### src/rtl/imem_access_arbiter.sv
// Arbitrates the shared instruction memory between the CPU fetch port and the loader/debug port.
// Optional starvation guard for the loader is enabled by defining IMEM_ARB_STARVE_EN.
module imem_access_arbiter #(
    parameter int unsigned AW = 6,
    parameter int unsigned DW = 32
`ifdef IMEM_ARB_STARVE_EN
    ,
    parameter int unsigned STARVE_MAX = 4
`endif
) (
    input  logic          clk,
    input  logic          reset_n,
    input  logic          f_req,
    input  logic [AW-1:0] f_addr,
    output logic          f_gnt,
    output logic          f_valid,
    output logic [DW-1:0] f_rdata,
    input  logic          l_req,
    input  logic          l_we,
    input  logic          l_lock,
    input  logic [AW-1:0] l_addr,
    input  logic [DW-1:0] l_wdata,
    output logic          l_gnt,
    output logic          l_valid,
    output logic [DW-1:0] l_rdata,
    output logic          cpu_stall,
    output logic [AW-1:0] mem_addr,
    output logic          mem_we,
    output logic [DW-1:0] mem_wdata,
    input  logic [DW-1:0] mem_rdata
);

    localparam logic [0:0] ST_RUN  = 1'b0;
    localparam logic [0:0] ST_LOCK = 1'b1;

    logic [0:0] state;
    logic [0:0] state_nxt;

`ifdef IMEM_ARB_STARVE_EN
    localparam int unsigned SCW = $clog2(STARVE_MAX + 1);

    logic [SCW-1:0] starve_cnt;
    logic           starve_hit;

    assign starve_hit = (starve_cnt == SCW'(STARVE_MAX));

    // Consecutive RUN-state loader denials; saturates so the forced grant always fires.
    always_ff @(posedge clk or negedge reset_n) begin
        if (!reset_n) begin
            starve_cnt <= '0;
        end else if ((state == ST_RUN) && l_req && !l_gnt) begin
            if (!starve_hit) begin
                starve_cnt <= starve_cnt + SCW'(1);
            end
        end else begin
            starve_cnt <= '0;
        end
    end
`endif

    // Next state and grant decision.
    always_comb begin
        state_nxt = state;
        f_gnt     = 1'b0;
        l_gnt     = 1'b0;
        case (state)
            ST_RUN: begin
                if (l_lock) begin
                    l_gnt     = l_req;
                    state_nxt = ST_LOCK;
                end else begin
`ifdef IMEM_ARB_STARVE_EN
                    if (l_req && (!f_req || starve_hit)) begin
                        l_gnt = 1'b1;
                    end else begin
                        f_gnt = f_req;
                    end
`else
                    f_gnt = f_req;
                    l_gnt = l_req & ~f_req;
`endif
                end
            end
            ST_LOCK: begin
                l_gnt = l_req;
                if (!l_lock) begin
                    state_nxt = ST_RUN;
                end
            end
            default: begin
                state_nxt = ST_RUN;
            end
        endcase
    end

    // Memory port follows the winner; idle cycles park the address at zero.
    always_comb begin
        mem_addr  = '0;
        mem_wdata = '0;
        if (f_gnt) begin
            mem_addr = f_addr;
        end else if (l_gnt) begin
            mem_addr  = l_addr;
            mem_wdata = l_wdata;
        end
    end

    // Unlocked loader writes degrade to reads.
    assign mem_we = l_gnt & l_we & l_lock;

    always_ff @(posedge clk or negedge reset_n) begin
        if (!reset_n) begin
            state     <= ST_RUN;
            cpu_stall <= 1'b0;
        end else begin
            state     <= state_nxt;
            cpu_stall <= (state_nxt == ST_LOCK);
        end
    end

    // Read data is captured in the grant cycle; valid pulses for the following cycle.
    always_ff @(posedge clk or negedge reset_n) begin
        if (!reset_n) begin
            f_valid <= 1'b0;
            f_rdata <= '0;
            l_valid <= 1'b0;
            l_rdata <= '0;
        end else begin
            f_valid <= f_gnt;
            l_valid <= l_gnt;
            if (f_gnt) begin
                f_rdata <= mem_rdata;
            end
            if (l_gnt) begin
                l_rdata <= mem_rdata;
            end
        end
    end

endmodule

### config.mk
export PLATFORM = sky130hd
export DESIGN_NAME = imem_access_arbiter
export DESIGN_NICKNAME = d
export VERILOG_FILES = /design/src/rtl/imem_access_arbiter.sv
export SDC_FILE = /design/constraint.sdc
export NUM_CORES = 1
export LEC_CHECK = 0
export BUFFER_PORTS_ARGS = -buffer_cell sky130_fd_sc_hd__buf_2
export CORE_MARGIN = 1.5
export CORE_UTILIZATION = 40
export CTS_BUF_LIST = sky130_fd_sc_hd__clkbuf_8
export CTS_CLUSTER_SIZE = 24
export DETAILED_ROUTE_END_ITERATION = 16
export GPL_TIMING_DRIVEN = 0
export PLACE_DENSITY = 0.79
export SYNTH_ARGS = -nofsm -noshare
export SYNTH_HDL_FRONTEND = slang
export SYNTH_SLANG_ARGS = --single-unit
### constraint.sdc
create_clock -name clk -period 1.7 [get_ports clk]
set_input_delay 0.085 -clock clk [delete_from_list [all_inputs] [get_ports clk]]
set_output_delay 0.085 -clock clk [all_outputs]
set_load 0.005 [all_outputs]
Yosys cells after proc, flatten, opt, wreduce, memory -nomap -nowiden

Cells that the tools add are included.

Bits in registers: 67
Output and inout port bits: 108
Logic and storage cells: 19

Multiplexer cells: 9
Bitwise gates (word level): 5

Operators by type and width:

| cell                                  | count |
|---|---|
| 32-bit 2-to-1 mux                     | 2 |
| 6-bit 2-to-1 mux                      | 2 |
| 1-bit 2-to-1 mux                      | 4 |
| 1-bit AND                             | 3 |
| 1-bit inverter                        | 2 |
| 1-bit one-hot mux with 2 select lines | 1 |

Depth between registers and ports, before layout

Gate-level depths: netlist of the first run.

Depth in word-level cells: 6
Gate-level depth with buffers: 5
Depth with buffers taken out: 3

Worst setup path after synthesis of the first run

OpenSTA, ideal clock, no wires.

Path kind: reg-to-reg
Start point: register state
End point: register f_rdata[10]
Stages on the path, launching flop included: 6
Clock period less this slack: 1.558 ns
Slack: 0.142 ns
Arrival: 1.433 ns
Setup time: 0.125 ns
Path through: dfrtp_1 or3b_1 buf_6 clkinv_4 buf_6 mux2_2

Word-level cells in the longest chain between the ends: 1

RTL lines:

| what                   | line | source |
|---|---|---|
| from (decl)            | 36   | `logic [0:0] state;` |
| from (signal assigned) | 116  | `state <= state_nxt;` |
| 1-bit 2-to-1 mux       | 66   | `case (state)` |
| to (signal assigned)   | 132  | `f_rdata <= mem_rdata;` |
| to (decl)              | 17   | `output logic [DW-1:0] f_rdata,` |

Every way passes these cells.
A chain may end at the register's enable or synchronous reset.

Final worst setup path of the first run

Start point: register state
End point: output port mem_wdata[7]

Word-level cells in the longest chain between the ends: 4
Elaborated cells on any way between the ends: 5
Those cells by class: 4 x mux; 1 x bitwise

RTL lines:

| what                                  | line | source |
|---|---|---|
| 1-bit inverter                        | -    |  |
| 1-bit one-hot mux with 2 select lines | 66   |  |
| 32-bit 2-to-1 mux                     | 102  | `end else if (l_gnt) begin` |
| 32-bit 2-to-1 mux *                   | 100  | `if (f_gnt) begin` |
| to (decl)                             | 29   | `output logic [DW-1:0] mem_wdata,` |

Mark *: on every way between the ends. The rest lies on a longest branch, timed or not.

==> metrics, run 1 <==
Total Wirelength=11.8 mm; largest cells by area after synthesis=dfrtp_1, o211ai_1, mux2_2; overall die width=96.5 um; WP data required=1.62 ns; Overflow after GRT=0; Vias/cell=5.22; Clk pin slew, worst setup/hold paths=0.09 ns; residual DRC count=0; ys flop type=dfrtp_1; nets=643; routed via count=3503; hpwl dp=7.62 mm; syn nets=394; RSZ-0062 raised after global routing=yes; top post-synthesis cells by count=dfrtp_1, nand2_1, and3_1, nand2b_1, o211ai_1; Num CTS Buffers=9; Async SR Flop Fraction=100%; crit path kind=register to primary output; largest net degree at the start of global routing=68; Max rail drop VDD=0.485 mV; CTS Root Cell=clkbuf_8; Post-synth EDFFs=0; port buffer count=188; fin. max-slew vios=0; status=finished, violations left; setup TNS=-2.34 ns; initial antenna violation count=0; crit-path max FO=10; worst min path class=primary input to register; most frequent cell after synthesis=dfrtp_1; initial DRC count=125; GRT Total Usage=23.7%; post-synth top area share=48.0%; startpoint class of the critical path=register; f_max=0.564 GHz; # IOs=190; GR Layer Usage met2=39.7%; Placeable Area=0.00834 sq mm; Leak=2.85 nW; DIE AREA=0.00930 sq mm; CP arrival=1.69 ns; Area Growth Syn to Fin=60.4%; Initial Util=41.9%; Cell Area, Synth=0.00349 sq mm; GR peak layer=met2; Layout Cells excl Fill=671; pre-CTS WS=-0.0117 ns; CTS max path bufs=2; layout cells sized above 1=48.6%; met3 Use GR=6.03%; ANT nets after route=0; fin worst setup slack=-0.0740 ns; synth warn=0; drt pass-1 iters=4; post-synth top area cell=dfrtp_1; met1 Use GR=29.6%; final hold violation count=0; first-pass GRT wire length=16.7 mm; Syn Inst Count=312; Slew headroom=43.4%; post-synth cell types=17; endpoint class of the critical path=primary output; CTS sink count=67; #FFs+latches synth=67; placed cell count=605; wire per inst=17.6 um; Layout Skew=0.0111 ns; Pwr Density=843 mW/mm^2; CTS HTree Levels=3; Worst Max-Slew Pin Slew=0.849 ns; ant diodes=0; Die Span Y=96.5 um; CTS tree=done; Synth Area per Inst=11.2 sq um; failing checks=setup timing; vias in the first global route=3331; max cap viols=0; latest clock arrival within the worst-skew pair=0.35 ns; endpoints failing setup=40; Tcrit/Tclk final=104%; GP Congestion=0.757; std cell rows=33; register area share after synthesis=48.0%; FILL cells=636; total power=4.72 mW; Final min period=1.77 ns
## state kept, by name, indices dropped and copies added (netlist names)
register,count
f_rdata,32
f_valid,1
state,1
l_rdata,32
l_valid,1
## timing repair
action,in CTS,in global routing
hold endpoints to repair,100,2
hold buffers,32,2
cloned,1,2
resized for setup,35,32
buffers inserted,2,11
setup endpoints to repair,57,43
## cell usage in the layout, fill, tap and decap left out
cell / count
nand2_1: 38
buf_6: 20
or4bb_1: 12
clkbuf_8: 12
and3_1: 21
clkbuf_1: 20
dlygate4sd3_1: 34
clkinv_16: 1
o211ai_1: 32
or3b_1: 1
buf_8: 1
and2_1: 1
nand4bb_1: 20
buf_4: 10
nand2b_1: 32
inv_1: 7
clkinv_4: 1
dfrtp_1: 67
buf_2: 176
mux2_4: 30
clkbuf_16: 2
clkbuf_4: 1
bufinv_16: 2
and3_4: 12
mux2_2: 2
buf_12: 3
inv_6: 1
clkinvlp_4: 1
mux2i_1: 6
## cells by family after synthesis
group | after synthesis | share of synthesized area, %
and+or+nand+nor | 137 | 26.5
DFF | 67 | 48.0
muxes | 38 | 13.2
buffers and inverters | 38 | 5.44
AOI/OAI and AO/OA | 32 | 6.88
## report_power, final
part,internal [mW],switching (mW)
registers,1.83,0.159
logic,0.716,0.480
clock network,0.869,0.666
## layout make-up
class | instances | area, sq um | area share [%]
Inverter | 7 | 52.6 | 0.938
Timing Repair Buffer | 238 | 1540 | 27.6
Buffer | 31 | 213 | 3.80
Tap cell | 105 | 131 | 2.35
Clock buffer | 10 | 138 | 2.46
Sequential cell | 67 | 1680 | 29.9
Clock inverter | 6 | 88.8 | 1.59
Multi-Input combinational cell | 207 | 1760 | 31.4
## routing by layer
metal  vias up  routed length (um)
li1       1613                   -
met5         -                   0
met2       160                5970
met4         0                 184
met3        17                 815
met1      1713                4850
## final timing paths
check	start	to	slack, ns	depth (start not counted)
max	state$_DFF_PN0_	mem_wdata[7]	-0.07	5
min	l_req	l_rdata[0]$_DFFE_PN0P_	0.13	3
max reg2reg	state$_DFF_PN0_	f_rdata[0]$_DFFE_PN0P_	0.02	7
min reg2reg	f_rdata[17]$_DFFE_PN0P_	f_rdata[17]$_DFFE_PN0P_	0.51	1
max in group asynchronous	reset_n	f_rdata[4]$_DFFE_PN0P_	0.77	2
min in group asynchronous	reset_n	f_rdata[24]$_DFFE_PN0P_	0.37	2
## critical path, stage by stage (launching register included)
cell	delay, ns
dfrtp_1	0.38
or3b_1	0.36
buf_6	0.16
buf_6	0.14
and3_4	0.20
buf_6	0.11
## metrics by stage
stage | util [%] | instance area, sq um | hold WS (ns)
after CTS | 63.7 | 5310 | -0.0661
after floorplan | - | 3490 | -0.211
after detailed placement | 54.8 | 4570 | 0.252
after global placement | 54.7 | 4570 | 0.315
after global routing | 67.2 | 5600 | 0.171
final | 67.2 | 5600 | 0.134
No activity file was read; power rests on OpenSTA's default activity.
==> run 2: changes to the inputs <==
--- a/config.mk
+++ b/config.mk
@@ -5,7 +5,7 @@
 export SDC_FILE = /design/constraint.sdc
 export NUM_CORES = 1
 export LEC_CHECK = 0
-export BUFFER_PORTS_ARGS = -buffer_cell sky130_fd_sc_hd__buf_2
+export BUFFER_PORTS_ARGS = -buffer_cell sky130_fd_sc_hd__buf_4
 export CORE_MARGIN = 1.5
 export CORE_UTILIZATION = 40
 export CTS_BUF_LIST = sky130_fd_sc_hd__clkbuf_8
==> run 2 against run 1 <==
Net effect: critical path type unchanged; the run still ends with setup timing left; largest cell class is now non-clock buffers; sequential share of layout area is 1.4 points lower; flip-flop and latch count is the same; clock-buffer cell count rose by 1; power down 4.4%; clock skew down 0.0039 ns; setup slack lost 0.043 ns; register-to-register slack worse by 0.10 ns; final cell count shrank 1.2%; critical path depth did not move; via count is 0.91% lower.
==> metrics, run 2 (synthesized netlist as in run 1, its figures left out) <==
critical path cell sequence=or3b_1 > buf_6 > clkbuf_8 > and3_1 > buf_4; port buffer count=188 (unchanged); hpwl dp=7.94 mm (+4.3%); Placeable Area=0.00834 sq mm (unchanged); worst r2r src=state$_DFF_PN0_; Clk pin slew, worst setup/hold paths=0.07 ns (-0.02 ns); commonest cells after routing, fill and taps aside=buf_4, dfrtp_1, nand2_1, dlygate4sd3_1; routed via count=3471 (-0.91%); setup TNS=-4.01 ns (-1.67 ns); drt pass-1 iters=4 (unchanged); initial antenna violation count=0 (unchanged); std cell rows=33 (unchanged); Design Area, Final=0.00589 sq mm (+5.1%); Worst path slowest cell=dfrtp_2; Worst Max-Slew Pin Slew=0.858 ns (+0.00828 ns); placed cell count=605 (unchanged); overall die width=96.5 um (unchanged); fin worst setup slack=-0.117 ns (-0.0430 ns); Die Span Y=96.5 um (unchanged); Area Growth Syn to Fin=68.5%; Overflow after GRT=0 (unchanged); Layout Skew=0.00717 ns (-0.00391 ns); P_sw=1.23 mW (-5.5%); # IOs=190 (unchanged); fin. max-slew vios=0 (unchanged); Vias/cell=5.24 (+0.28%); first-pass GRT wire length=16.9 mm (+1.6%); part of the power in combinational logic=29.8% (+4.5 points); Leak=2.85 nW (about the same); Critical path buffers and inverters=3 (unchanged); placed standard-cell area=0.00504 sq mm (+10%); latest clock arrival within the worst-skew pair=0.33 ns (-0.02 ns); largest net degree at the start of global routing=68 (unchanged); Initial Util=41.9% (unchanged); nets=637 (-0.93%); WP data required=1.62 ns (about the same); endpoints failing setup=60 (+50%); Reg power frac=44.2% (+2.1 points); CTS sink count=67 (unchanged); ant diodes=0 (unchanged); clock power share=26.0% (-6.5 points); initial DRC count=107 (-14%); CTS tree=done; vias in the first global route=3450 (+3.6%); reg2reg end=f_rdata[1]$_DFFE_PN0P_; Final min period=1.82 ns (+0.0430 ns); CTS HTree Levels=3 (unchanged); RSZ-0062 raised after global routing=yes; top flop regs=f_rdata x32, l_rdata x32; startpoint class of the critical path=register; crit-path max FO=10 (unchanged); CTS Root Cell=clkbuf_8; endpoint class of the critical path=primary output; CP delay by family, top=simple AND/OR/NAND/NOR gates; final hold violation count=0 (unchanged); Pwr Density=767 mW/mm^2 (-9.0%); Pint=3.28 mW (-4.0%); f_max=0.550 GHz (-2.4%); CP startpoint=state$_DFF_PN0_; DIE AREA=0.00930 sq mm (unchanged); Tcrit/Tclk final=107% (+2.5 points); GP Congestion=0.783 (+3.3%); GRT Total Usage=24.1% (+0.43 points); Net Sw Frac=27.3% (-0.33 points); CP Depth=5 (unchanged); Num CTS Buffers=9 (unchanged); residual DRC count=0 (unchanged); crit path kind=register to primary output; Total Wirelength=11.7 mm (-0.92%); ANT nets after route=0 (unchanged); max cap viols=0 (unchanged); Slew headroom=42.8% (-0.55 points); Largest stage delay, worst path=0.41 ns (+0.03 ns); CP arrival=1.73 ns (+0.04 ns); worst reg2reg path depth=7 (unchanged); layout cells sized above 1=49.5% (+0.88 points); Layout Cells excl Fill=663 (-1.2%); Max rail drop VDD=0.481 mV (-0.92%); commonest non-fill, non-tap cell in the layout=buf_4; status=finished, violations left; wire per inst=17.7 um (+0.27%); pre-CTS WS=-0.00316 ns (+0.00856 ns); CTS max path bufs=2 (unchanged); worst min path class=primary input to register; failing checks=setup timing; Worst R2R Setup Slack=-0.08 ns (-0.10 ns); Setup crit end=mem_wdata[20]
==> run 2: cell count changes in the layout (fill, tap and decap cells not counted), sizes merged <==
cell         previous run  this run
bufinv                  2         0
clkbuf                 35        36
dlygate4sd3            34        33
buf                   210       205
inv                     8         7
==> run 2: worst min-delay path by stage <==
stage	slack [ns]	to	start	depth (start not counted)
final	0.02	f_rdata[0]$_DFFE_PN0P_	mem_rdata[0]	2
after global routing	0.01	f_rdata[0]$_DFFE_PN0P_	mem_rdata[0]	2
after CTS	0.01	f_rdata[0]$_DFFE_PN0P_	mem_rdata[0]	2
after detailed placement	0.26	f_rdata[26]$_DFFE_PN0P_	reset_n	1
after global placement	0.25	f_rdata[26]$_DFFE_PN0P_	reset_n	1
after floorplan	-0.21	f_rdata[0]$_DFFE_PN0P_	reset_n	0
==> run 2: stage by stage <==
| stage | hold WS, ns | utilization, % | total power [mW] |
|---|---|---|---|
| after global routing | 0.0111 | 70.6 | 4.75 |
| after floorplan | -0.211 | - | 2.45 |
| final | 0.0185 | 70.6 | 4.51 |
| after detailed placement | 0.255 | 60.4 | 3.22 |
| after global placement | 0.249 | 60.4 | 3.17 |
| after CTS | 0.0100 | 68.4 | 4.50 |
==> run 2: power groups by stage <==
| stage | logic [mW] | clock network [mW] | registers, mW |
|---|---|---|---|
| finish | 1.34 | 1.17 | 2.00 |
| global route | 1.46 | 1.27 | 2.02 |
| CTS | 1.31 | 1.20 | 1.99 |
| detailed placement | 1.20 | 0 | 2.02 |
| global placement | 1.17 | 0 | 2.01 |
| floorplan | 0.438 | 0 | 2.02 |
==> run 2: routing by layer <==
metal / up-vias / GRT usage [%] / share of wire [%]
met2: 137 / 43.2 / 53
li1: 1597 / - / -
met1: 1721 / 27.7 / 38
met5: - / 0 / 0
met4: 0 / 5.43 / 1.2
met3: 16 / 8.14 / 8.0
==> run 2: area by class of cell <==
cell class | instances | area (sq um)
buffer | 31 | 220
sequential | 67 | 1680
fill | 614 | 2450
clock buffer | 11 | 151
clock inverter | 3 | 16.3
tap | 105 | 131
timing repair buffer | 232 | 1930
inverter | 7 | 38.8
multi-input combinational | 207 | 1720
==> run 2: what timing repair did <==
action | in CTS | in global routing
gates resized for setup | 37 | 24
gates cloned | 0 | 2
buffers inserted | 3 | 6
endpoints found under the hold margin | 99 | 0
hold buffers | 33 | 0
setup endpoints to repair | 47 | 46
pin swaps | 0 | 2
==> run 3: changes to the inputs <==
--- a/config.mk
+++ b/config.mk
@@ -12,7 +12,7 @@
 export CTS_CLUSTER_SIZE = 24
 export DETAILED_ROUTE_END_ITERATION = 16
 export GPL_TIMING_DRIVEN = 0
-export PLACE_DENSITY = 0.79
+export PLACE_DENSITY = 0.75
 export SYNTH_ARGS = -nofsm -noshare
 export SYNTH_HDL_FRONTEND = slang
 export SYNTH_SLANG_ARGS = --single-unit
==> constraint.sdc (replaced) <==
create_clock -name clk -period 2.2 [get_ports clk]
set_input_delay 0.11 -clock clk [delete_from_list [all_inputs] [get_ports clk]]
set_output_delay 0.11 -clock clk [all_outputs]
set_load 0.005 [all_outputs]
==> run 3 against run 2 <==
Net effect: the flow now finishes without violations; wire length fell by 5.0%; cell area fell by 7.4%; critical path depth rose by 2; largest cell class unchanged.
==> metrics, run 3 (synthesized netlist as in run 1, its figures left out) <==
Overflow after GRT=0 (unchanged); endpoints failing setup=0 (-100%); initial antenna violation count=0 (unchanged); latest clock arrival within the worst-skew pair=0.35 ns (+0.02 ns); CTS sink count=67 (unchanged); ANT nets after route=0 (unchanged); Area Growth Syn to Fin=56.0%; Tcrit/Tclk final=92.1%; drt pass-1 iters=4 (unchanged); std cell rows=33 (unchanged); FILL cells=668 (+8.8%); commonest non-fill, non-tap cell in the layout=buf_4; # IOs=190 (unchanged); endpoint class of the critical path=primary output; placed standard-cell area=0.00504 sq mm (unchanged); Die Span Y=96.5 um (unchanged); vias in the first global route=3205 (-7.1%); setup TNS=0 ns (+4.01 ns); DIE AREA=0.00930 sq mm (unchanged); WP data required=2.09 ns (+0.47 ns); Leak=2.72 nW (-4.6%); top flop regs=f_rdata x32, l_rdata x32; Initial Util=41.9% (unchanged); Worst path slowest cell=dlygate4sd3_1; overall die width=96.5 um (unchanged); RSZ-0062 raised after global routing=no; initial DRC count=122 (+14%); pre-CTS WS=0.477 ns (+0.480 ns); Design Area, Final=0.00545 sq mm (-7.4%); startpoint class of the critical path=primary input; largest net degree at the start of global routing=68 (unchanged); placed cell count=605 (unchanged); residual DRC count=0 (unchanged); CP arrival=1.92 ns (+0.19 ns); Largest stage delay, worst path=0.53 ns (+0.12 ns); post_cts resized=0 (-100%); first-pass GRT wire length=16.0 mm (-5.6%); hold slack=0.00308 ns (-0.0154 ns); status=finished, final reports clean; ant diodes=0 (unchanged); fin worst setup slack=0.174 ns (+0.291 ns); Slew headroom=42.7% (-0.11 points); crit-path max FO=10 (unchanged); postcts setup bufs=0 (-3); total power=3.66 mW (-19%); commonest cells after routing, fill and taps aside=buf_4, dfrtp_1, nand2_1, and3_1; CTS HTree Levels=3 (unchanged); cell mode on critical path=buf_4; Total Wirelength=11.1 mm (-5.0%); GP Congestion=0.755 (-3.5%); worst min path class=primary input to register; Worst Max-Slew Pin Slew=0.859 ns (+0.00165 ns); post-layout util=65.3% (-5.3 points); Num CTS Buffers=9 (unchanged); f_max=0.494 GHz; CTS tree=done; hpwl dp=8.01 mm (+0.88%); wire per inst=17.4 um (-1.6%); fin. max-slew vios=0 (unchanged); Placeable Area=0.00834 sq mm (unchanged); Vias/cell=5.17 (-1.3%); Layout Cells excl Fill=640 (-3.5%); final hold violation count=0 (unchanged); Max rail drop VDD=0.456 mV (-5.2%); Final min period=2.03 ns; GRT Total Usage=22.6% (-1.5 points); layout cells sized above 1=46.0% (-3.5 points); nets=612 (-3.9%); max cap viols=0 (unchanged); Layout Skew=0.0127 ns (+0.00556 ns); port buffer count=188 (unchanged); Pwr Density=671 mW/mm^2 (-12%); CTS max path bufs=2 (unchanged); routed via count=3308 (-4.7%); critical path cell sequence=dlygate4sd3_1 > buf_4 > or3b_1 > buf_6 > clkbuf_1 > and3_1 > buf_4; crit path kind=primary input to primary output; Worst R2R Setup Slack=0.48 ns (+0.56 ns); Clk pin slew, worst setup/hold paths=0.08 ns (about the same); CTS Root Cell=clkbuf_8
==> run 3: cell count changes in the layout (fill, tap and decap cells not counted), moves of 3 or more <==
cell,change
buf_4,+10
clkbuf_1,+3
and3_1,+18
buf_6,-17
buf_2,+4
and3_4,-18
buf_8,-3
clkbuf_8,-3
dlygate4sd3_1,-14
==> run 3: cell type report <==
cell class | count | area, sq um | area share, %
Sequential cell | 67 | 1680 | 30.8
Multi-Input combinational cell | 207 | 1630 | 29.9
Timing Repair Buffer | 207 | 1600 | 29.4
Buffer | 31 | 159 | 2.92
Tap cell | 105 | 131 | 2.41
Clock buffer | 9 | 124 | 2.27
Clock inverter | 7 | 98.8 | 1.81
Inverter | 7 | 31.3 | 0.574
==> run 3: worst max-delay path, delay by kind of cell <==
family	cells	cell delay (ns)
buffers and inverters	5	1.18
and+or+nand+nor	2	0.62
==> run 3: report_power, final <==
group | total, mW | leakage [nW] | internal, mW | switching, mW
combinational | 0.944 | 1.81 | 0.600 | 0.344
clock | 1.18 | 0.110 | 0.646 | 0.529
sequential | 1.54 | 0.804 | 1.41 | 0.125
==> run 3: worst paths after layout <==
kind / start / end / depth (start not counted)
max: l_lock / mem_wdata[17] / 7
min: mem_rdata[13] / f_rdata[13]$_DFFE_PN0P_ / 2
max reg2reg: state$_DFF_PN0_ / f_rdata[14]$_DFFE_PN0P_ / 5
min reg2reg: f_rdata[19]$_DFFE_PN0P_ / f_rdata[19]$_DFFE_PN0P_ / 1
max in group asynchronous: reset_n / l_valid$_DFF_PN0_ / 2
min in group asynchronous: reset_n / f_rdata[3]$_DFFE_PN0P_ / 2
==> run 3: layer usage <==
metal  vias to the layer above  global-route usage (%)  wire length [um]
li1                       1548                       -                 -
met1                      1601                    27.5              4560
met2                       141                    38.2              5380
met3                        18                    6.96               982
met4                         0                    7.49               199
met5                         -                       0                 0
==> run 3: what timing repair did <==
action | 4_1_cts | 5_1_grt
hold endpoints to repair | 78 | 7
hold buffers | 12 | 7
setup endpoints to repair | 0 | 0
